### src/rtl/clock_set_controller.sv
// Three-button hour/min/sec edit sequencer feeding a Clock load port.
// Button edges act one cycle after the level rises; set pulses for the single COMMIT cycle.
module clock_set_controller #(
   parameter int TIMEOUT_CYCLES = 1000,
   parameter int HOUR_MAX       = 23
) (
   input  logic       clk,
   input  logic       reset,
   input  logic       btn_mode,
   input  logic       btn_inc,
   input  logic       btn_dec,
   input  logic [5:0] cur_sec,
   input  logic [5:0] cur_min,
   input  logic [4:0] cur_hour,
   output logic       set,
   output logic [5:0] sec_in,
   output logic [5:0] min_in,
   output logic [4:0] hour_in,
   output logic       editing,
   output logic [1:0] field_sel
);

   localparam int          LP_CW        = (TIMEOUT_CYCLES > 2) ? $clog2(TIMEOUT_CYCLES) : 1;
   localparam logic [LP_CW-1:0] LP_CNT_LAST = LP_CW'(TIMEOUT_CYCLES - 1);
   localparam logic [4:0]  LP_HOUR_MAX  = 5'(HOUR_MAX);
   localparam logic [5:0]  LP_MS_MAX    = 6'd59;

   typedef enum logic [2:0] {
      ST_RUN       = 3'd0,
      ST_EDIT_HOUR = 3'd1,
      ST_EDIT_MIN  = 3'd2,
      ST_EDIT_SEC  = 3'd3,
      ST_COMMIT    = 3'd4
   } state_t;

   state_t           r_state;
   state_t           w_state_nxt;
   logic [LP_CW-1:0] r_cnt;
   logic [LP_CW-1:0] w_cnt_nxt;
   logic             r_prev_mode;
   logic             r_prev_inc;
   logic             r_prev_dec;
   logic [4:0]       r_hour;
   logic [5:0]       r_min;
   logic [5:0]       r_sec;
   logic [4:0]       w_hour_nxt;
   logic [5:0]       w_min_nxt;
   logic [5:0]       w_sec_nxt;

   logic w_mode_e;
   logic w_inc_e;
   logic w_dec_e;
   logic w_any_e;
   logic w_in_edit;
   logic w_timeout;
   logic w_step;

   assign w_mode_e  = btn_mode & ~r_prev_mode;
   assign w_inc_e   = btn_inc  & ~r_prev_inc;
   assign w_dec_e   = btn_dec  & ~r_prev_dec;
   assign w_any_e   = w_mode_e | w_inc_e | w_dec_e;
   assign w_in_edit = (r_state == ST_EDIT_HOUR) || (r_state == ST_EDIT_MIN) ||
                      (r_state == ST_EDIT_SEC);
   assign w_timeout = w_in_edit && !w_any_e && (r_cnt == LP_CNT_LAST);
   // Simultaneous inc+dec cancel; a mode edge swallows both.
   assign w_step    = w_in_edit && !w_mode_e && (w_inc_e ^ w_dec_e);

   function automatic logic [5:0] f_adj_ms(input logic [5:0] v, input logic up);
      logic [5:0] r;
      if (up) r = (v == LP_MS_MAX) ? 6'd0 : v + 6'd1;
      else    r = (v == 6'd0) ? LP_MS_MAX : v - 6'd1;
      return r;
   endfunction

   function automatic logic [4:0] f_adj_hour(input logic [4:0] v, input logic up);
      logic [4:0] r;
      if (up) r = (v == LP_HOUR_MAX) ? 5'd0 : v + 5'd1;
      else    r = (v == 5'd0) ? LP_HOUR_MAX : v - 5'd1;
      return r;
   endfunction

   always_comb begin
      w_state_nxt = r_state;
      case (r_state)
         ST_RUN: begin
            if (w_mode_e) w_state_nxt = ST_EDIT_HOUR;
         end
         ST_EDIT_HOUR: begin
            if (w_mode_e)       w_state_nxt = ST_EDIT_MIN;
            else if (w_timeout) w_state_nxt = ST_RUN;
         end
         ST_EDIT_MIN: begin
            if (w_mode_e)       w_state_nxt = ST_EDIT_SEC;
            else if (w_timeout) w_state_nxt = ST_RUN;
         end
         ST_EDIT_SEC: begin
            if (w_mode_e)       w_state_nxt = ST_COMMIT;
            else if (w_timeout) w_state_nxt = ST_RUN;
         end
         ST_COMMIT: w_state_nxt = ST_RUN;
         default:   w_state_nxt = ST_RUN;
      endcase
   end

   always_comb begin
      w_cnt_nxt = r_cnt + LP_CW'(1);
      if (!w_in_edit || w_any_e || w_timeout) w_cnt_nxt = '0;
   end

   always_comb begin
      w_hour_nxt = r_hour;
      w_min_nxt  = r_min;
      w_sec_nxt  = r_sec;
      if (r_state == ST_RUN && w_mode_e) begin
         // Out-of-range live values are replaced by 0 rather than carried into the editor.
         w_hour_nxt = (cur_hour > LP_HOUR_MAX) ? 5'd0 : cur_hour;
         w_min_nxt  = (cur_min  > LP_MS_MAX)   ? 6'd0 : cur_min;
         w_sec_nxt  = (cur_sec  > LP_MS_MAX)   ? 6'd0 : cur_sec;
      end else if (w_step) begin
         case (r_state)
            ST_EDIT_HOUR: w_hour_nxt = f_adj_hour(r_hour, w_inc_e);
            ST_EDIT_MIN:  w_min_nxt  = f_adj_ms(r_min, w_inc_e);
            ST_EDIT_SEC:  w_sec_nxt  = f_adj_ms(r_sec, w_inc_e);
            default: ;
         endcase
      end
   end

   always_ff @(posedge clk or posedge reset) begin
      if (reset) begin
         r_state     <= ST_RUN;
         r_cnt       <= '0;
         r_prev_mode <= 1'b0;
         r_prev_inc  <= 1'b0;
         r_prev_dec  <= 1'b0;
         r_hour      <= 5'd0;
         r_min       <= 6'd0;
         r_sec       <= 6'd0;
      end else begin
         r_state     <= w_state_nxt;
         r_cnt       <= w_cnt_nxt;
         r_prev_mode <= btn_mode;
         r_prev_inc  <= btn_inc;
         r_prev_dec  <= btn_dec;
         r_hour      <= w_hour_nxt;
         r_min       <= w_min_nxt;
         r_sec       <= w_sec_nxt;
      end
   end

   assign set     = (r_state == ST_COMMIT);
   assign editing = w_in_edit;
   assign hour_in = r_hour;
   assign min_in  = r_min;
   assign sec_in  = r_sec;

   always_comb begin
      field_sel = 2'd0;
      case (r_state)
         ST_EDIT_HOUR: field_sel = 2'd1;
         ST_EDIT_MIN:  field_sel = 2'd2;
         ST_EDIT_SEC:  field_sel = 2'd3;
         default:      field_sel = 2'd0;
      endcase
   end

endmodule

### config.mk
export PLATFORM = sky130hd
export DESIGN_NAME = clock_set_controller
export DESIGN_NICKNAME = d
export VERILOG_FILES = /design/src/rtl/clock_set_controller.sv
export SDC_FILE = /design/constraint.sdc
export NUM_CORES = 1
export LEC_CHECK = 0
export CORE_AREA = 5 5 85 87
export DETAILED_ROUTE_END_ITERATION = 12
export DIE_AREA = 0 0 90 92
export PLACE_DENSITY_LB_ADDON = 0.12
export SLEW_MARGIN = 40
export SYNTH_ARGS = -nofsm -noshare
export SYNTH_HDL_FRONTEND = slang
export SYNTH_SLANG_ARGS = --single-unit
### constraint.sdc
create_clock -name clk -period 4.37 [get_ports clk]
set_input_delay 0.874 -clock clk [delete_from_list [all_inputs] [get_ports clk]]
set_output_delay 0.874 -clock clk [all_outputs]
set_load 0.02 [all_outputs]
Word-level counts from Yosys, hierarchy flattened
Index checks and enable logic that the tools add are counted.
- register bits after elaboration: 33
- output and inout bits: 21
- bits of input ports: 22
- logic and storage cells: 88
- equal/unequal tests: 9
- order comparisons: 3
- add/sub/neg operators: 7
- reduce and logical (&&, ||, !) cells: 23
- multiplexer cells: 29
- bitwise logic cells: 9
- operator list (kind ; count):
    6-bit 2-to-1 mux ; 14
    5-bit 2-to-1 mux ; 7
    3-bit 2-to-1 mux ; 5
    6-bit by 1-bit adder with 6-bit output, second input constant ; 2
    6-bit == test, second input constant ; 2
    6-bit > comparator, second input constant ; 2
    6-bit logical NOT ; 2
    3-bit case mux with 4 select lines ; 1
    6-bit by 1-bit subtractor with 6-bit output, second input constant ; 2
    10-bit by 1-bit adder with 10-bit output, second input constant ; 1
    10-bit == test, second input constant ; 1
    10-bit 2-to-1 mux ; 1
    2-bit nonzero test ; 4
    3-bit by 2-bit == test with 1-bit output, second input constant ; 2
    2-bit case mux with 3 select lines ; 1
    2-bit AND reduction ; 3
    5-bit by 1-bit adder with 5-bit output, second input constant ; 1
    5-bit == test, second input constant ; 1
    5-bit > comparator, second input constant ; 1
    1-bit logical AND ; 5
    5-bit logical NOT ; 1
    5-bit by 1-bit subtractor with 5-bit output, second input constant ; 1
    1-bit logical OR ; 4
    1-bit AND ; 3
    8 further kinds ; 13

Longest topological paths before layout
- word-level depth: 10
- depth in mapped cells: 7
- depth with buffers taken out: 7

Worst setup path before layout
No wires, ideal clock.
- path kind: in2reg
- from: input btn_inc
- to: register r_hour[4], in the netlist hour_in[4]
- slack: 2.205 ns
- stages: 5
- buffers on the path: 1
- data arrival time: 2.039 ns
- path through: and2b_2 > xnor2_1 > or3_1 > buf_2 > a311o_1
- longest elaborated chain between the ends: 5
- RTL lines (item ; line ; source):
    start: declaration ; 10 ; input logic btn_inc,
    1-bit AND * ; 59 ; assign w_inc_e = btn_inc & ~r_prev_inc;
    5-bit 2-to-1 mux / 1-bit bitwise XOR (equally long branches) ; 77, 66 ;
    5-bit 2-to-1 mux / 1-bit logical AND (equally long branches) ; 120, 66 ;
    5-bit 2-to-1 mux / 2-bit nonzero test (equally long branches) ; -- ;
    5-bit 2-to-1 mux / 2-bit AND reduction (equally long branches) ; -- ;
    end signal: assignment ; 145 ; r_hour <= w_hour_nxt;
    end: declaration ; 43 ; logic [4:0] r_hour;
Mark *: on every way between the ends. The rest lies on a longest branch, timed or not. The select of a mux whose other input is x is not followed.
A chain may end at the register's enable or synchronous reset.

Worst setup path in the final report
- from: input btn_mode
- to: register r_min[2], in the netlist min_in[2]
- longest elaborated chain between the ends: 6
- RTL lines (item ; line ; source):
    start: declaration ; 9 ; input logic btn_mode,
    1-bit AND * ; 58 ; assign w_mode_e = btn_mode & ~r_prev_mode;
    1-bit logical NOT ; 66 ; assign w_step = w_in_edit && !w_mode_e && (w_inc_e ^ w_dec_e);
    1-bit logical AND (2 in series) ; 66 ;
    2-bit nonzero test (no source line) ; -- ;
    2-bit AND reduction (no source line) ; -- ;
    end signal: assignment ; 146 ; r_min <= w_min_nxt;
    end: declaration ; 44 ; logic [5:0] r_min;
Mark *: on every way between the ends. The rest lies on a longest branch, timed or not.

==> results.txt <==
- The flow ran to the end, and the final reports show no timing, DRC or antenna violations.
* Max cap viols: 0
- The number of nets in the synthesized netlist is 312.
- The number of antenna violations at the first check in global routing is 0.
- Clock skew on the completed layout was measured at 0.00505 ns.
- Across the whole layout, storage elements account for 826 µm².
- Worst Tran Pin Value: 0.699 ns
- In this run the clock root is driven by a clkbuf_8.
- After synthesis, the share of flip-flops with an asynchronous set or reset is 1.00.
* Worst-path fanout max: 16
- Maximum number of pins on one net before global-route repair: 34
- For the finished layout, the period the worst path requires is 2.82 ns.
- The initialized floorplan defines 29 standard-cell rows.
* Top-level I/O count: 43
* Antenna Diode Count: 0
- Maximum single-stage delay on the critical path: 0.54 ns
- Yosys reg bits: 33
- P&R area growth vs syn: 25.8%
* Final RePlAce weighted congestion: 0.852
- Share of post-route cells with drive strength above 1: 0.0597
- Sequential element share of the synthesized area: 0.351
- The floorplan step defined a core boundary enclosing 0.00628 mm².
- Detailed routing inserted a total of 2,196 vias.
* Post-Syn Instances: 281
* Unrepaired setup endpoints after global routing: false
- For this run, the total global-route usage over all layers was measured as 0.152.
- Buffers added to address setup during post-CTS repair amount to 0.
* DRT Wirelength: 5980 µm
- Clock-pin slew was measured on the worst setup and hold paths at 0.07 ns.
- During placement, the flow inserted port buffers numbering 42.
- The total count of hold-check failures in the final report came to 0.
* Wire per inst: 15.1 µm
* Hold bufs inserted after CTS: 0
* Yosys cell types: 54
- Post-synthesis instance area: 0.00235 mm²
- The tightest hold path in the finished design has a slack of 0.492 ns.
* Remaining antenna violation count: 0
- In the routed design, unresolved DRC markers number 0.
- The die is 90 µm wide.
- Across the VDD grid, the largest voltage drop is 286 µV.
- With fillers left out, the area of the finished cells amounts to 0.00296 mm².
- The initial utilization of the core area, before any placement, comes to 0.375.
- Leading cell type in the layout, fill and taps excluded: clkdlybuf4s50_1
- Number of nets in the final layout: 348
* Sum of net half-perimeters after detailed placement: 4290 µm
* Number of enable-type register cells in the synthesized netlist: 0
- The max-slew violation count came to 0.
* First-pass GRT wire length: 10,500 µm
- Traced cell by cell, the critical path runs through clkdlybuf4s50_1 -> nor2b_1 -> nand3b_1 -> a41oi_1 -> a22oi_1 -> a21oi_1.
- Insertion delay to the later sink of the worst-skew pair: 0.29 ns
* Area of placed instances: 0.00283 mm²
- TritonCTS built the clock tree.
- Averaged over all synthesized cells, the footprint is 8.38 µm².
* Crit Path Category: in2reg
- Slew headroom: 0.532
* Number of buffers on the longest clock path: 2
- Timing would allow up to 355 MHz.
- In this run the worst hold path is classified as reg2reg.
- Power density relative to cell area: 643 mW/mm²
- For this block, the initial DRC count from the detailed router was 91.
- Summing all multi-input logic gate instances after layout gives 0.00141 mm².
- Setup violations remaining at the end of the flow were counted as 0.
- The via count of the first global-routing pass is 2,162.
* Data required time of the critical path: 4.58 ns
* Flip-flop cell with the highest count after synthesis: dfrtp_1
* Number of buffers inserted during clock tree synthesis: 5
- The floorplan step set the die height to 92 µm.
- Of the available clock period, the critical path in the final layout requires 0.645.
- Clock Sink Count: 33
* Critical Path Slowest Stage Cell: nand3b_1
- Summed over all cells, the static leakage comes to 1.21 nW.
- Synth Warn #: 0
- Using the TritonRoute via totals, the vias-per-cell ratio works out to 5.56.
* Die outline area: 0.00828 mm²
* Detailed-router iteration count before antenna repair: 4
* Global route overflow: 0
- Gates resized during post-CTS repair numbered 0.
* Type of destination of the critical path: register
- Filler cell count: 619
- Arrival time at the worst endpoint: 3.03 ns
* Crit path launch type: primary input
- In the layout the commonest cells are 42 x clkdlybuf4s50_1, 36 x nor2_1, 33 x dfrtp_1.
- After routing, the total negative slack on setup checks comes to 0 ns.
- Maximum level of the CTS H-tree: 2
==> registers in the layout, summed over array words and instances (netlist names) <==
signal and flops:
sec_in 6, hour_in 5, r_prev_mode 1, min_in 6
r_cnt 10, r_state 3, r_prev_inc 1, r_prev_dec 1
==> report_power, final <==
group	switching (mW)	internal, mW	leakage [nW]
registers	0.203	0.395	0.410
clock network	0.124	0.227	0.0681
logic	0.483	0.472	0.735
==> layout make-up <==
class,instances,share of cell area
clock inverters,3,0.0220
flip-flops and latches,33,0.279
clock buffers,5,0.0232
inverters,11,0.0139
well taps,77,0.0325
repair buffers,47,0.155
multi-input cells,219,0.475
==> final timing paths <==
path / slack [ns] / start / endpoint / depth (start not counted)
max: 1.55 / btn_mode / min_in[2] / 6
min: 0.49 / r_cnt[0] / r_cnt[0] / 1
max reg2reg: 2.23 / r_state[0] / min_in[2] / 5
min reg2reg: 0.49 / r_cnt[0] / r_cnt[0] / 1
max in group asynchronous: 3.07 / reset / min_in[1] / 3
min in group asynchronous: 0.98 / reset / r_cnt[8] / 3
==> critical path: cells and delay by family <==
| family | cells | cell delay (ns) |
|---|---|---|
| AO/OA/AOI/OAI | 3 | 0.86 |
| AND/OR/NAND/NOR | 2 | 0.80 |
| buffers and inverters | 1 | 0.49 |
==> Yosys cell counts, drive strengths merged, types with 3 or more instances <==
| master | instances | area, µm² |
|---|---|---|
| o21ai | 8 | 40.0 |
| inv | 11 | 41.3 |
| a22oi | 4 | 30.0 |
| xor2 | 6 | 52.6 |
| nand2 | 22 | 82.6 |
| o31ai | 3 | 22.5 |
| nor3 | 8 | 40.0 |
| ha | 9 | 113 |
| and3 | 8 | 50.1 |
| a211oi | 4 | 30.0 |
| a21oi | 20 | 100 |
| and4b | 4 | 40.0 |
| a31oi | 9 | 56.3 |
| dfrtp | 33 | 826 |
| nor2b | 6 | 37.5 |
| nand4 | 3 | 18.8 |
| clkbuf | 10 | 38.8 |
| nor3b | 3 | 22.5 |
| nand2b | 3 | 18.8 |
| nand3 | 11 | 55.1 |
| buf | 8 | 42.5 |
| xnor2 | 12 | 105 |
| nor2 | 36 | 135 |
==> logic make-up after synthesis <==
group	count (synthesis)	share of synthesized area
buffers and inverters	29	0.0521
adders and majority gates	9	0.0478
DFF	33	0.351
and+or+nand+nor	116	0.256
AOI/OAI and AO/OA	74	0.217
xor gates and xnor gates	18	0.0670
muxes	2	0.00904
==> metrics by stage <==
step / total power, mW / utilization / worst slack [ns] / cells
floorplan: 1.22 / - / 2.21 / 281
global placement: 1.56 / 0.450 / 1.32 / 387
detailed placement: 1.56 / 0.450 / 1.26 / 387
CTS: 1.92 / 0.472 / 1.54 / 395
global route: 2.06 / 0.472 / 1.27 / 395
finish: 1.90 / 0.472 / 1.55 / 395
==> metal layers <==
metal	up-vias	wire, µm	global-route usage
met5	-	0	0
met4	0	42	0.0447
met3	4	281	0.0327
met2	47	2790	0.248
met1	1052	2870	0.203
li1	1093	-	-
(Power assumes the default switching activity.)
